===== config.mk =====
export PLATFORM = sky130hd
export DESIGN_NAME = pipeline_ctrl
export DESIGN_NICKNAME = d
export VERILOG_FILES = /design/src/rtl/pipeline_ctrl.sv
export SDC_FILE = /design/constraint.sdc
export NUM_CORES = 1
export LEC_CHECK = 0
export CAP_MARGIN = 40
export CORE_MARGIN = 2
export CORE_UTILIZATION = 51
export DETAILED_ROUTE_END_ITERATION = 10
export GPL_TIMING_DRIVEN = 0
export PLACE_DENSITY = 0.81
export SLEW_MARGIN = 5
export SYNTH_ARGS = -nofsm -noshare
export SYNTH_HDL_FRONTEND = slang
export SYNTH_SLANG_ARGS = --single-unit
export TNS_END_PERCENT = 50

===== constraint.sdc =====
create_clock -name clk -period 3.1 [get_ports clk]
set_input_delay 0.62 -clock clk [delete_from_list [all_inputs] [get_ports clk]]
set_output_delay 0.62 -clock clk [all_outputs]
set_load 0.1 [all_outputs]

===== src/rtl/pipeline_ctrl.sv =====
// Stall/flush controller for the 5-stage pipeline: stage enables, IF_ID flush and ID_EX bubble.
// Control outputs are combinational from state and inputs; state and counters update on the rising edge.
module pipeline_ctrl #(
  parameter int MEM_TIMEOUT = 255,
  parameter int CNT_W       = 32
) (
  input  logic             clk,
  input  logic             rst,
  input  logic [4:0]       id_rs1,
  input  logic [4:0]       id_rs2,
  input  logic             id_use_rs1,
  input  logic             id_use_rs2,
  input  logic             ex_mem_rd,
  input  logic [4:0]       ex_rd,
  input  logic             branch_taken,
  input  logic             dmem_req,
  input  logic             dmem_ready,
  input  logic             halt_req,
  input  logic             resume,
  output logic             pc_en,
  output logic             if_id_en,
  output logic             id_ex_en,
  output logic             ex_mem_en,
  output logic             mem_wb_en,
  output logic             if_id_flush,
  output logic             id_ex_bubble,
  output logic             halted,
  output logic             err,
  output logic [CNT_W-1:0] stall_cnt,
  output logic [CNT_W-1:0] flush_cnt
);

  typedef enum logic [1:0] {S_RUN, S_MEM_WAIT, S_HALTED, S_ERROR} state_t;

  state_t           state_q, state_d;
  logic [15:0]      frz_cnt_q, frz_cnt_d;
  logic [CNT_W-1:0] stall_cnt_q, stall_cnt_d;
  logic [CNT_W-1:0] flush_cnt_q, flush_cnt_d;

  logic load_use, mem_freeze, active, timeout;
  logic pc_en_c, if_id_en_c, back_en_c, flush_c, bubble_c;

  assign load_use = ex_mem_rd & (ex_rd != 5'd0) &
                    ((id_use_rs1 & (id_rs1 == ex_rd)) | (id_use_rs2 & (id_rs2 == ex_rd)));
  assign mem_freeze = dmem_req & ~dmem_ready;
  assign active     = (state_q == S_RUN) | (state_q == S_MEM_WAIT);
  // The current freeze cycle is number frz_cnt_q+1; reaching the limit ends in ERROR.
  assign timeout    = ({1'b0, frz_cnt_q} + 17'd1) >= 17'(MEM_TIMEOUT);

  always_comb begin
    pc_en_c    = 1'b0;
    if_id_en_c = 1'b0;
    back_en_c  = 1'b0;
    flush_c    = 1'b0;
    bubble_c   = 1'b0;
    if (active && !mem_freeze) begin
      back_en_c = 1'b1;
      if (branch_taken) begin
        pc_en_c    = 1'b1;
        if_id_en_c = 1'b1;
        flush_c    = 1'b1;
        bubble_c   = 1'b1;
      end else if (load_use) begin
        bubble_c = 1'b1;
      end else begin
        pc_en_c    = 1'b1;
        if_id_en_c = 1'b1;
      end
    end
  end

  always_comb begin
    state_d = state_q;
    case (state_q)
      S_RUN: begin
        if (mem_freeze)    state_d = timeout ? S_ERROR : S_MEM_WAIT;
        else if (halt_req) state_d = S_HALTED;
      end
      S_MEM_WAIT: begin
        if (!mem_freeze)   state_d = S_RUN;
        else if (timeout)  state_d = S_ERROR;
      end
      S_HALTED: if (resume) state_d = S_RUN;
      default:  state_d = S_ERROR;
    endcase

    frz_cnt_d = (active && mem_freeze) ? frz_cnt_q + 16'd1 : 16'd0;

    stall_cnt_d = stall_cnt_q;
    if (active && !pc_en_c && !(&stall_cnt_q)) stall_cnt_d = stall_cnt_q + CNT_W'(1);

    flush_cnt_d = flush_cnt_q;
    if (flush_c && !(&flush_cnt_q)) flush_cnt_d = flush_cnt_q + CNT_W'(1);
  end

  always_ff @(posedge clk or negedge rst) begin
    if (!rst) begin
      state_q     <= S_RUN;
      frz_cnt_q   <= 16'd0;
      stall_cnt_q <= '0;
      flush_cnt_q <= '0;
    end else begin
      state_q     <= state_d;
      frz_cnt_q   <= frz_cnt_d;
      stall_cnt_q <= stall_cnt_d;
      flush_cnt_q <= flush_cnt_d;
    end
  end

  // Gate with reset so every control output is forced low while reset is held.
  assign pc_en        = rst & pc_en_c;
  assign if_id_en     = rst & if_id_en_c;
  assign id_ex_en     = rst & back_en_c;
  assign ex_mem_en    = rst & back_en_c;
  assign mem_wb_en    = rst & back_en_c;
  assign if_id_flush  = rst & flush_c;
  assign id_ex_bubble = rst & bubble_c;
  assign halted       = rst & (state_q == S_HALTED);
  assign err          = rst & (state_q == S_ERROR);
  assign stall_cnt    = stall_cnt_q;
  assign flush_cnt    = flush_cnt_q;

endmodule


Word level (Yosys, flattened, before mapping)
Cells that the tools add are included.
{"block": "classes", "n_addsub": 4, "multipliers": 0, "div_mod_pow": 0, "magnitude_cmp": 1, "eq_ne": 8, "shifts": 0, "muxes": 17, "bitwise_logic": 14, "reduce_logical": 14}
{"cell": "adder 32 x 1 -> 32 bit (second input constant)", "n": 2}
{"cell": "AND reduction 32 bit", "n": 2}
{"cell": "adder 16 x 1 -> 17 bit (second input constant)", "n": 1}
{"cell": ">= comparator 17 x 8 -> 1 bit (second input constant)", "n": 1}
{"cell": "adder 16 x 1 -> 16 bit (second input constant)", "n": 1}
{"cell": "2-to-1 mux 16 bit", "n": 1}
{"cell": "2-to-1 mux 2 bit", "n": 6}
{"cell": "bitwise AND 1 bit", "n": 11}
{"cell": "equality test 5 bit", "n": 2}
{"cell": "2-to-1 mux 1 bit", "n": 9}
{"cell": "!= test 3 bit (second input constant)", "n": 2}
{"cell": "one-hot mux 2 bit (3 select lines)", "n": 1}
{"cell": "logical AND 1 bit", "n": 5}
{"cell": "nonzero test 5 bit", "n": 1}
{"cell": "equality test 2 bit (second input constant)", "n": 2}
{"cell": "zero test 1 bit", "n": 4}
{"cell": "AND reduction 3 bit", "n": 1}
{"cell": "equality test 2 x 1 -> 1 bit (second input constant)", "n": 1}
{"cell": "zero test 2 bit", "n": 1}
{"cell": "!= test 2 bit (second input constant)", "n": 1}
{"cell": "bitwise OR 1 bit", "n": 2}
{"cell": "NOT 1 bit", "n": 1}
{"block": "totals", "reg_bits": 82, "latchBits": 0, "ram_bits": 0, "mem_bits_ro": 0, "inputBits": 25, "out_inout_bits": 73, "elab_cells": 62, "memories": 0}

Logic depth before layout (Yosys ltp)
Gate-level depths: netlist of run 1.
{"block": "depth", "word_depth": 10, "depth_mapped": 9, "mapped_depth_nobuf": 7}

Worst setup path before layout of run 1
Ideal clock, no wire load.
{"block": "synth_timing", "path_kind": "input -> output", "startpoint": "input port dmem_ready", "endpoint": "output port pc_en", "arrival_time_ps": 4548, "required_ps": 2480, "setup_slack_ps": -2068, "path_stages": 4, "path_buffers": 1, "path_cell_list": "nand2b_1 -> and3_1 -> a21boi_0 -> buf_4"}
{"block": "synth_between", "elab_chain_len": 6}
{"element": "from (decl)", "line": "17", "rtl": "input logic dmem_ready,"}
{"element": "NOT 1 bit", "line": "45", "rtl": "assign mem_freeze = dmem_req & ~dmem_ready;"}
{"element": "bitwise AND 1 bit", "line": "45"}
{"element": "zero test 1 bit"}
{"element": "logical AND 1 bit", "line": "56", "rtl": "if (active && !mem_freeze) begin"}
{"element": "2-to-1 mux 1 bit"}
{"element": "bitwise AND 1 bit"}
{"element": "to (decl)", "line": "20", "rtl": "output logic pc_en,"}
No other way between the ends.

Final worst setup path of run 1
{"block": "layout_timing", "startpoint": "input port ex_rd[4]", "endpoint": "output port if_id_en"}
{"block": "layout_between", "elab_chain_len": 8, "elab_cells_between_ends": 12, "classes_between": "eq/ne: 2; mux: 3; bitwise: 6; reduce/logical: 1"}
{"element": "from (decl)", "line": "14", "rtl": "input logic [4:0] ex_rd,"}
{"element": "equality test 5 bit", "line": "44", "rtl": "((id_use_rs1 & (id_rs1 == ex_rd)) | (id_use_rs2 & (id_rs2 == ex_rd)));"}
{"element": "bitwise AND 1 bit", "line": "44"}
{"element": "bitwise OR 1 bit", "line": "44"}
{"element": "bitwise AND 1 bit (*)", "line": "43", "rtl": "assign load_use = ex_mem_rd & (ex_rd != 5'd0) &"}
{"element": "2-to-1 mux 1 bit (*)", "line": "63", "rtl": "end else if (load_use) begin"}
{"element": "2-to-1 mux 1 bit (*)", "line": "58", "rtl": "if (branch_taken) begin"}
{"element": "2-to-1 mux 1 bit (*)", "line": "56"}
{"element": "bitwise AND 1 bit (*)", "line": "112", "rtl": "assign if_id_en = rst & if_id_en_c;"}
{"element": "to (decl)", "line": "21", "rtl": "output logic if_id_en,"}
Every way passes the cells marked *; elsewhere a longest branch is shown, timed or not.

==> impl_metrics.yaml, run 1 <==
outcome:
  status: "finished clean"
synthesis:
  yosysWarnings: 0
  synth_flop_cell: "dfrtp_1"
  syn_area_um2: 4380
  async_reset_ff_share_pct: 100
  synth_cell_types: 52
  avgSynthCellArea_um2: 9.90
  syn_inst: 442
  yosys.area.top_type: "dfrtp_1"
  synth-seq-cells: 82
  synthTopCellsByArea: "dfrtp_1, xor2_1, xnor2_1"
  seq_area_frac_synth_pct: 46.9
  synth_top_area_share_pct: 46.9
  synth_edf_count: 0
  synth_fp_nets: 471
timing:
  timing.hold.ws_ns: 0.102
  setup_viol: 0
  fmax_mhz: 324
  relSlewSlack_pct: 40.8
  layout_min_cycle_time_ns: 3.09
  finalMaxSlewViolations: 0
  fin_ws_ns: 0.0101
  post-route-period-util_pct: 99.7
  max_slew.worst_pin.slew_ns: 0.881
  finalHoldViolCount: 0
  worst_clock_skew_ns: 0.0108
pwr:
  power.total_mw: 2.12
  irDropWorstVdd_uv: 237
  p_leak_nw: 3.15
  powerDensity_nw_per_um2: 303
die:
  ioPinCount: 98
  design.core.area_um2: 8260
  start_util_pct: 53.0
  row_count: 33
  dieHeight_um: 96.7
  die_x_um: 96.7
  die_area_um2: 9340
route:
  drc: 0
  drt_wl_total_um: 13700
  first_pass_iters: 5
  vias: 4219
  ant_nets: 0
  viasPerCell: 5.75
  wl_per_cell_um: 18.7
  drt_iter0_markers: 263
global_routing:
  grt_pass1_vias: 4431
  grt_first_pass_wirelength_um: 22400
  grt_usage_pct: 29.4
  antenna_found_initial: 0
  grt_max_degree: 60
  overflow: 0
clock_tree:
  clkLatencyLatePin_ns: 0.38
  cts_buffers: 9
  ctsHtreeMaxLevel: 3
  clk_path_buf_depth: 2
  path_clk_slew_ns: 0.09
  cts_tree: "built"
  postCtsHoldBufs: 0
  cts_root_buf: "clkbuf_8"
  clock-sinks: 82
placement:
  globalplace.congestion: 0.865
  dp_hpwl_um: 9780
  port_buffers: 97
  placed_area_um2: 6700
  dpl_worst_slack_ns: -0.551
setup_path:
  crit_chain: "clkdlybuf4s50_1, or4_4, o21ai_4, nor2b_4, a21boi_4, clkdlybuf4s15_2, buf_16"
  cp_slowest_stage_delay_ns: 0.48
  critPathCaptureType: "output pin"
  cp_top_family: "buffers and inverters"
  regToRegStartpoint: "flush_cnt[0]"
  required_ns: 2.48
  critPathKind: "input port to output pin"
  crit_slowest_cell: "clkdlybuf4s50_1"
  critPathMaxFanout: 3
  rr_endpoint: "flush_cnt[5]"
  cp-start-kind: "input port"
  arrival_ns: 2.47
  path_buf_inv: 3
  reg2reg_depth: 8
  timing.reg2reg.setup_slack_ns: 0.39
cells_and_area:
  diodes: 0
  fill_cells: 394
  fin_area_um2: 6970
  drive_gt1_share_pct: 19.9
  nets: 653
  area_growth_pct: 59.3
worst_hold_path:
  min-delay-path-class: "input port to asynchronous set/reset pin"
flow_run:
  maxCapViolCount: 0
-- power breakdown --
group	switching [mW]	internal (mW)	leakage [nW]
combinational	0.0813	0.0667	1.92
sequential	0.00505	1.07	1.12
clock	0.429	0.462	0.106
total	0.516	1.60	3.15
-- per-layer routing --
metal	wire [µm]	part of all wire [%]	GRT usage, %	vias to the layer above
li1	-	-	-	1912
met1	5410	39	35.8	2045
met2	7160	52	51.2	218
met3	726	5.3	4.48	44
met4	423	3.1	13.7	0
met5	0	0	0	-
-- area by class of cell --
cell class / count / area [µm²] / area share, %
Multi-Input combinational cell: 336 / 2240 / 32.1
Timing Repair Buffer: 171 / 2200 / 31.6
Sequential cell: 82 / 2050 / 29.4
Clock buffer: 11 / 131 / 1.88
Tap cell: 105 / 131 / 1.88
Buffer: 18 / 113 / 1.61
Clock inverter: 5 / 87.6 / 1.26
Inverter: 6 / 22.5 / 0.323
-- synth_stat cells, types with 2 or more instances --
library cell / n
o22ai_1: 3
mux2_2: 3
buf_6: 2
clkbuf_1: 6
nand3_1: 36
buf_2: 4
nor4_1: 9
or4_1: 3
and2_1: 7
nand4_1: 21
nor3_1: 17
xor2_1: 55
nand2_1: 40
xnor2_1: 31
nor2_1: 49
buf_4: 4
and3_1: 13
and4_1: 9
ha_1: 4
nand4b_1: 2
nand2b_1: 4
o21ai_0: 2
nor4b_1: 2
and3_2: 2
inv_1: 6
dfrtp_1: 82
-- cell families after synthesis --
logic type | count (synthesis) | synth area share [%]
buffers and inverters | 24 | 3.09
AOI/OAI and AO/OA | 16 | 2.66
xor gates and xnor gates | 86 | 17.2
and+or+nand+nor | 226 | 28.0
muxes | 4 | 1.00
adders and majority gates | 4 | 1.14
DFF | 82 | 46.9
-- per-stage QoR --
step | utilization, % | std cells | setup TNS, ns
2_1_floorplan | - | 442 | 0
3_3_place_gp | 66.5 | 644 | -153.13
3_5_place_dp | 81.2 | 718 | -1.50
4_1_cts | 84.0 | 733 | 0
5_1_grt | 84.5 | 734 | -0.0334
6_report | 84.5 | 734 | 0
-- layout by cell type (no fill, tap or decap), types with 9 or more instances in the layout --
cell             Yosys  routed
and3_1              13      12
and4_1               9       9
buf_8                0      66
clkbuf_8             1      10
clkdlybuf4s50_1      0      90
dfrtp_1             82      82
nand2_1             40      40
nand3_1             36      36
nand4_1             21      21
nor2_1              49      49
nor3_1              17      17
nor4_1               9       9
xnor2_1             31      31
xor2_1              55      55
-- flip-flops by register name, summed over array words and instances (netlist names), named ones only --
name and cells:
flush_cnt 32, frz_cnt_q 16, stall_cnt 32, state_q 1
-- worst max path at each step --
stage               end  depth (start not counted)  slack, ns      from
2_1_floorplan     pc_en                          5       0.04  ex_rd[1]
3_3_place_gp      pc_en                          5      -3.46       rst
3_5_place_dp      pc_en                          8      -0.55  ex_rd[1]
4_1_cts        if_id_en                          7      0.005  ex_rd[2]
5_1_grt        if_id_en                          7      -0.03  ex_rd[4]
6_report       if_id_en                          7       0.01  ex_rd[4]
-- what timing repair did --
| item | in CTS | in global routing |
|---|---|---|
| cloned | 0 | 1 |
| setup endpoints to repair | 6 | 4 |
| hold endpoints to repair | 0 | 0 |
| buffers inserted | 1 | 0 |
| pin swaps | 1 | 0 |
| resized for setup | 12 | 3 |
Note: power is estimated with default switching activity, not from simulation.
==> run 2, diff against run 1 <==
Settings changed: CORE_UTILIZATION 51 to 60, DONT_BUFFER_PORTS from default to 1, PLACE_DENSITY 0.81 to 0.76.
==> run 2 against run 1 <==
Effect of this change:
- synthesized cell count unchanged
- the flow now stops in global routing
- area after synthesis unchanged
==> impl_metrics.yaml, run 2 <==
clock_tree:
  cts_buffers: 9
  clock-sinks: 82
  ctsHtreeMaxLevel: 3
  cts_root_buf: "clkbuf_8"
  clk_path_buf_depth: 2
outcome:
  error_line: "[ERROR GRT-0232] Routing congestion too high. Check the congestion heatmap in the GUI."
  stop_stage: "global routing"
  status: "stopped before the end"
synthesis:
  avgSynthCellArea_um2: 9.90
  synth-seq-cells: 82
  yosys.area.top_type: "dfrtp_1"
  synth_fp_nets: 471
  synthTopCellsByCount: "dfrtp_1, xor2_1, nor2_1"
  syn_inst: 442
  synth_top_area_share_pct: 46.9
  synth_flop_cell: "dfrtp_1"
  post-synth-top-count-cell: "dfrtp_1"
  synth_edf_count: 0
  syn_area_um2: 4380
  seq_area_frac_synth_pct: 46.9
  synthTopCellsByArea: "dfrtp_1, xor2_1, xnor2_1"
  yosysWarnings: 0
  synth_cell_types: 52
  async_reset_ff_share_pct: 100
die:
  die_x_um: 89.4
  row_count: 31
  ioPinCount: 98
  start_util_pct: 61.0
  dieHeight_um: 89.4
placement:
  placed_cells: 635
  globalplace.congestion: 0.859
  port_buffers: 0
  dp_hpwl_um: 12200
global_routing:
  overflow: 2
  antenna_found_initial: 4
  grt_max_degree: 83
  grt_usage_pct: 67.7
timing:
  crit_endpoint: "stall_cnt[6]$_DFFE_PN0P_/D"
  endpoint_type: "register input"
==> run 2: cell counts after synthesis <==
Identical to the previous run, type by type.
==> run 2: kinds of logic after synthesis <==
group	Yosys count	share of synthesized area, %
muxes	4	1.00
and+or+nand+nor	226	28.0
DFF	82	46.9
xor gates and xnor gates	86	17.2
AOI/OAI and AO/OA	16	2.66
buffers and inverters	24	3.09
adders and majority gates	4	1.14
==> run 2: through the flow <==
step           setup TNS, ns  utilization [%]  setup WS [ns]  instance area, µm²
2_1_floorplan              0                -         0.0421                4390
3_3_place_gp          -0.195             62.9        -0.0541                4510
3_5_place_dp          -0.116             91.3         -0.116                6550
4_1_cts                    0             94.8         0.0199                6800
==> run 2: repair_timing <==
action,4_1_cts
setup buffers,0
pin swaps,2
endpoints found under the setup margin,1
gates resized for setup,6
hold buffers,1
hold endpoints to repair,82
==> run 2: routing by layer <==
metal / GRT usage (%) / GRT overflow
met5: 12.3 / 0
met4: 60.2 / 0
met3: 54.9 / 0
met2: 86.5 / 2
met1: 67.5 / 0
==> run 3, diff against run 2 <==
Settings changed: CORE_UTILIZATION 60 to 40, PLACE_DENSITY 0.76 to default, PLACE_DENSITY_LB_ADDON from default to 0.15.
==> run 3 against run 2 <==
Effect of this change:
- the run now ends clean
==> impl_metrics.yaml, run 3 (synthesized netlist as in run 1, its figures left out) <==
timing:
  post-route-period-util_pct: 96.7
  relSlewSlack_pct: 45.2
  worst_clock_skew_ns: 0.0142
  finalMaxSlewViolations: 0
  rsz0062_at_grt: "false"
  fin_ws_ns: 0.102
  finalSetupTns_ns: 0
  max_slew.worst_pin.slew_ns: 0.815
  finalHoldViolCount: 0
  fmax_mhz: 334
  layout_min_cycle_time_ns: 3.00
  setup_viol: 0
clock_tree:
  cts_buffers: 9
  cts_tree: "built"
  clk_path_buf_depth: 2
  clock-sinks: 82
  ctsHtreeMaxLevel: 3
  path_clk_slew_ns: 0.08
  cts_root_buf: "clkbuf_8"
  clkLatencyLatePin_ns: 0.36
pwr:
  p_clk_share_pct: 35.9
  internal_power_mw: 1.41
  powerDensity_nw_per_um2: 271
  p_comb_share_pct: 5.6
  sw_frac_of_total_pct: 23.8
  p_leak_nw: 3.09
  irDropWorstVdd_uv: 275
  seq_power_share_pct: 58.5
  switchingPower_uw: 438
global_routing:
  overflow: 0
  grt_usage_pct: 21.2
  grt_max_degree: 83
  grt_first_pass_wirelength_um: 19400
  antenna_found_initial: 0
  grt_pass1_vias: 3837
route:
  vias: 3694
  wl_per_cell_um: 17.0
  viasPerCell: 5.36
  first_pass_iters: 5
  dr.max_layer_used: "met4"
  wl_met2_um: 6070
  wl_met1_um: 4730
  drt_wl_total_um: 11700
  wl_met3_um: 694
  drc: 0
  drt_iter0_markers: 215
  ant_nets: 0
placement:
  dp_hpwl_um: 8720
  placed_cells: 676
  port_buffers: 0
  dpl_worst_slack_ns: -0.0952
  globalplace.congestion: 0.875
outcome:
  status: "finished clean"
cells_and_area:
  drive_gt1_share_pct: 24.2
  diodes: 0
  stdcell_count: 689
  nets: 577
  area_growth_pct: 55.6
  fin_util_pct: 63.4
  final_common_cell: "dfrtp_1"
  layout_common_cells: "dfrtp_1, buf_16, xor2_1, nor2_1, nand2_1"
setup_path:
  crit_slowest_cell: "a21boi_4"
  path_buf_inv: 2
  critPathKind: "flip-flop to output pin"
  critPathCaptureType: "output pin"
  required_ns: 2.48
  critPathMaxFanout: 6
  cp-start-kind: "flip-flop"
  arrival_ns: 2.38
  crit_chain: "inv_1, and3_4, a21boi_4, buf_12"
  cp_top_family: "compound AO/OA/AOI/OAI gates"
  cp_slowest_stage_delay_ns: 0.73
die:
  die_x_um: 109
  die_area_um2: 11800
  start_util_pct: 40.7
  ioPinCount: 98
  dieHeight_um: 109
  row_count: 38
  design.core.area_um2: 10700
flow_run:
  maxCapViolCount: 0
worst_hold_path:
  min-delay-path-class: "input port to asynchronous set/reset pin"
==> run 3: stage by stage <==
stage                     instance area (µm²)  total power [mW]  hold slack [ns]
after floorplan                          4390              1.15            0.324
after global placement                   4570              1.15            0.326
after detailed placement                 6620              1.18            0.326
after CTS                                6810              1.88            0.160
after global routing                     6810              1.92            0.151
final                                    6810              1.84            0.138
==> run 3: path summary, 6_finish.rpt <==
kind	from	endpoint	slack, ns	cells after the start
worst max-delay path	state_q[1]	pc_en	0.10	4
worst min-delay path	rst	flush_cnt[30]	0.14	1
worst max register to register	flush_cnt[0]	flush_cnt[5]	0.24	9
worst min register to register	flip-flop	flip-flop	0.56	2
max in group asynchronous	rst	stall_cnt[30]	2.61	1
min in group clk	resume	state_q[1]	0.45	3
==> run 3: per-layer routing <==
metal	global-route usage, %	up-vias
li1	-	1750
met1	25.6	1827
met2	35.8	96
met3	6.99	21
met4	6.87	0
met5	0	-
==> run 3: what timing repair did <==
action                                 CTS  global route
endpoints found under the hold margin   82             0
setup endpoints to repair                1             1
resized for setup                        3             2
hold buffers                             1             0
pin swaps                                1             1
buffers inserted                         0             0
==> run 3: power by group through the flow <==
stage	clock (mW)	combinational (mW)	sequential [mW]
after floorplan	0	0.0247	1.12
after global routing	0.732	0.111	1.08
after detailed placement	0	0.0794	1.10
after CTS	0.691	0.106	1.08
after global placement	0	0.0263	1.13
final	0.662	0.103	1.08
==> run 3: final cells by class <==
| cell class | instances | area, µm² |
|---|---|---|
| Clock inverter | 1 | 5.00 |
| Inverter | 6 | 22.5 |
| Timing Repair Buffer | 95 | 2080 |
| Multi-Input combinational cell | 336 | 2210 |
| Tap cell | 140 | 175 |
| Fill cell | 792 | 3930 |
| Clock buffer | 11 | 141 |
| Sequential cell | 82 | 2050 |
| Buffer | 18 | 125 |
==> run 4, diff against run 3 <==
Settings changed: CTS_CLUSTER_SIZE from default to 14.
==> results of run 4 <==
Final layout, timing and power as in run 3 (identical DEF).
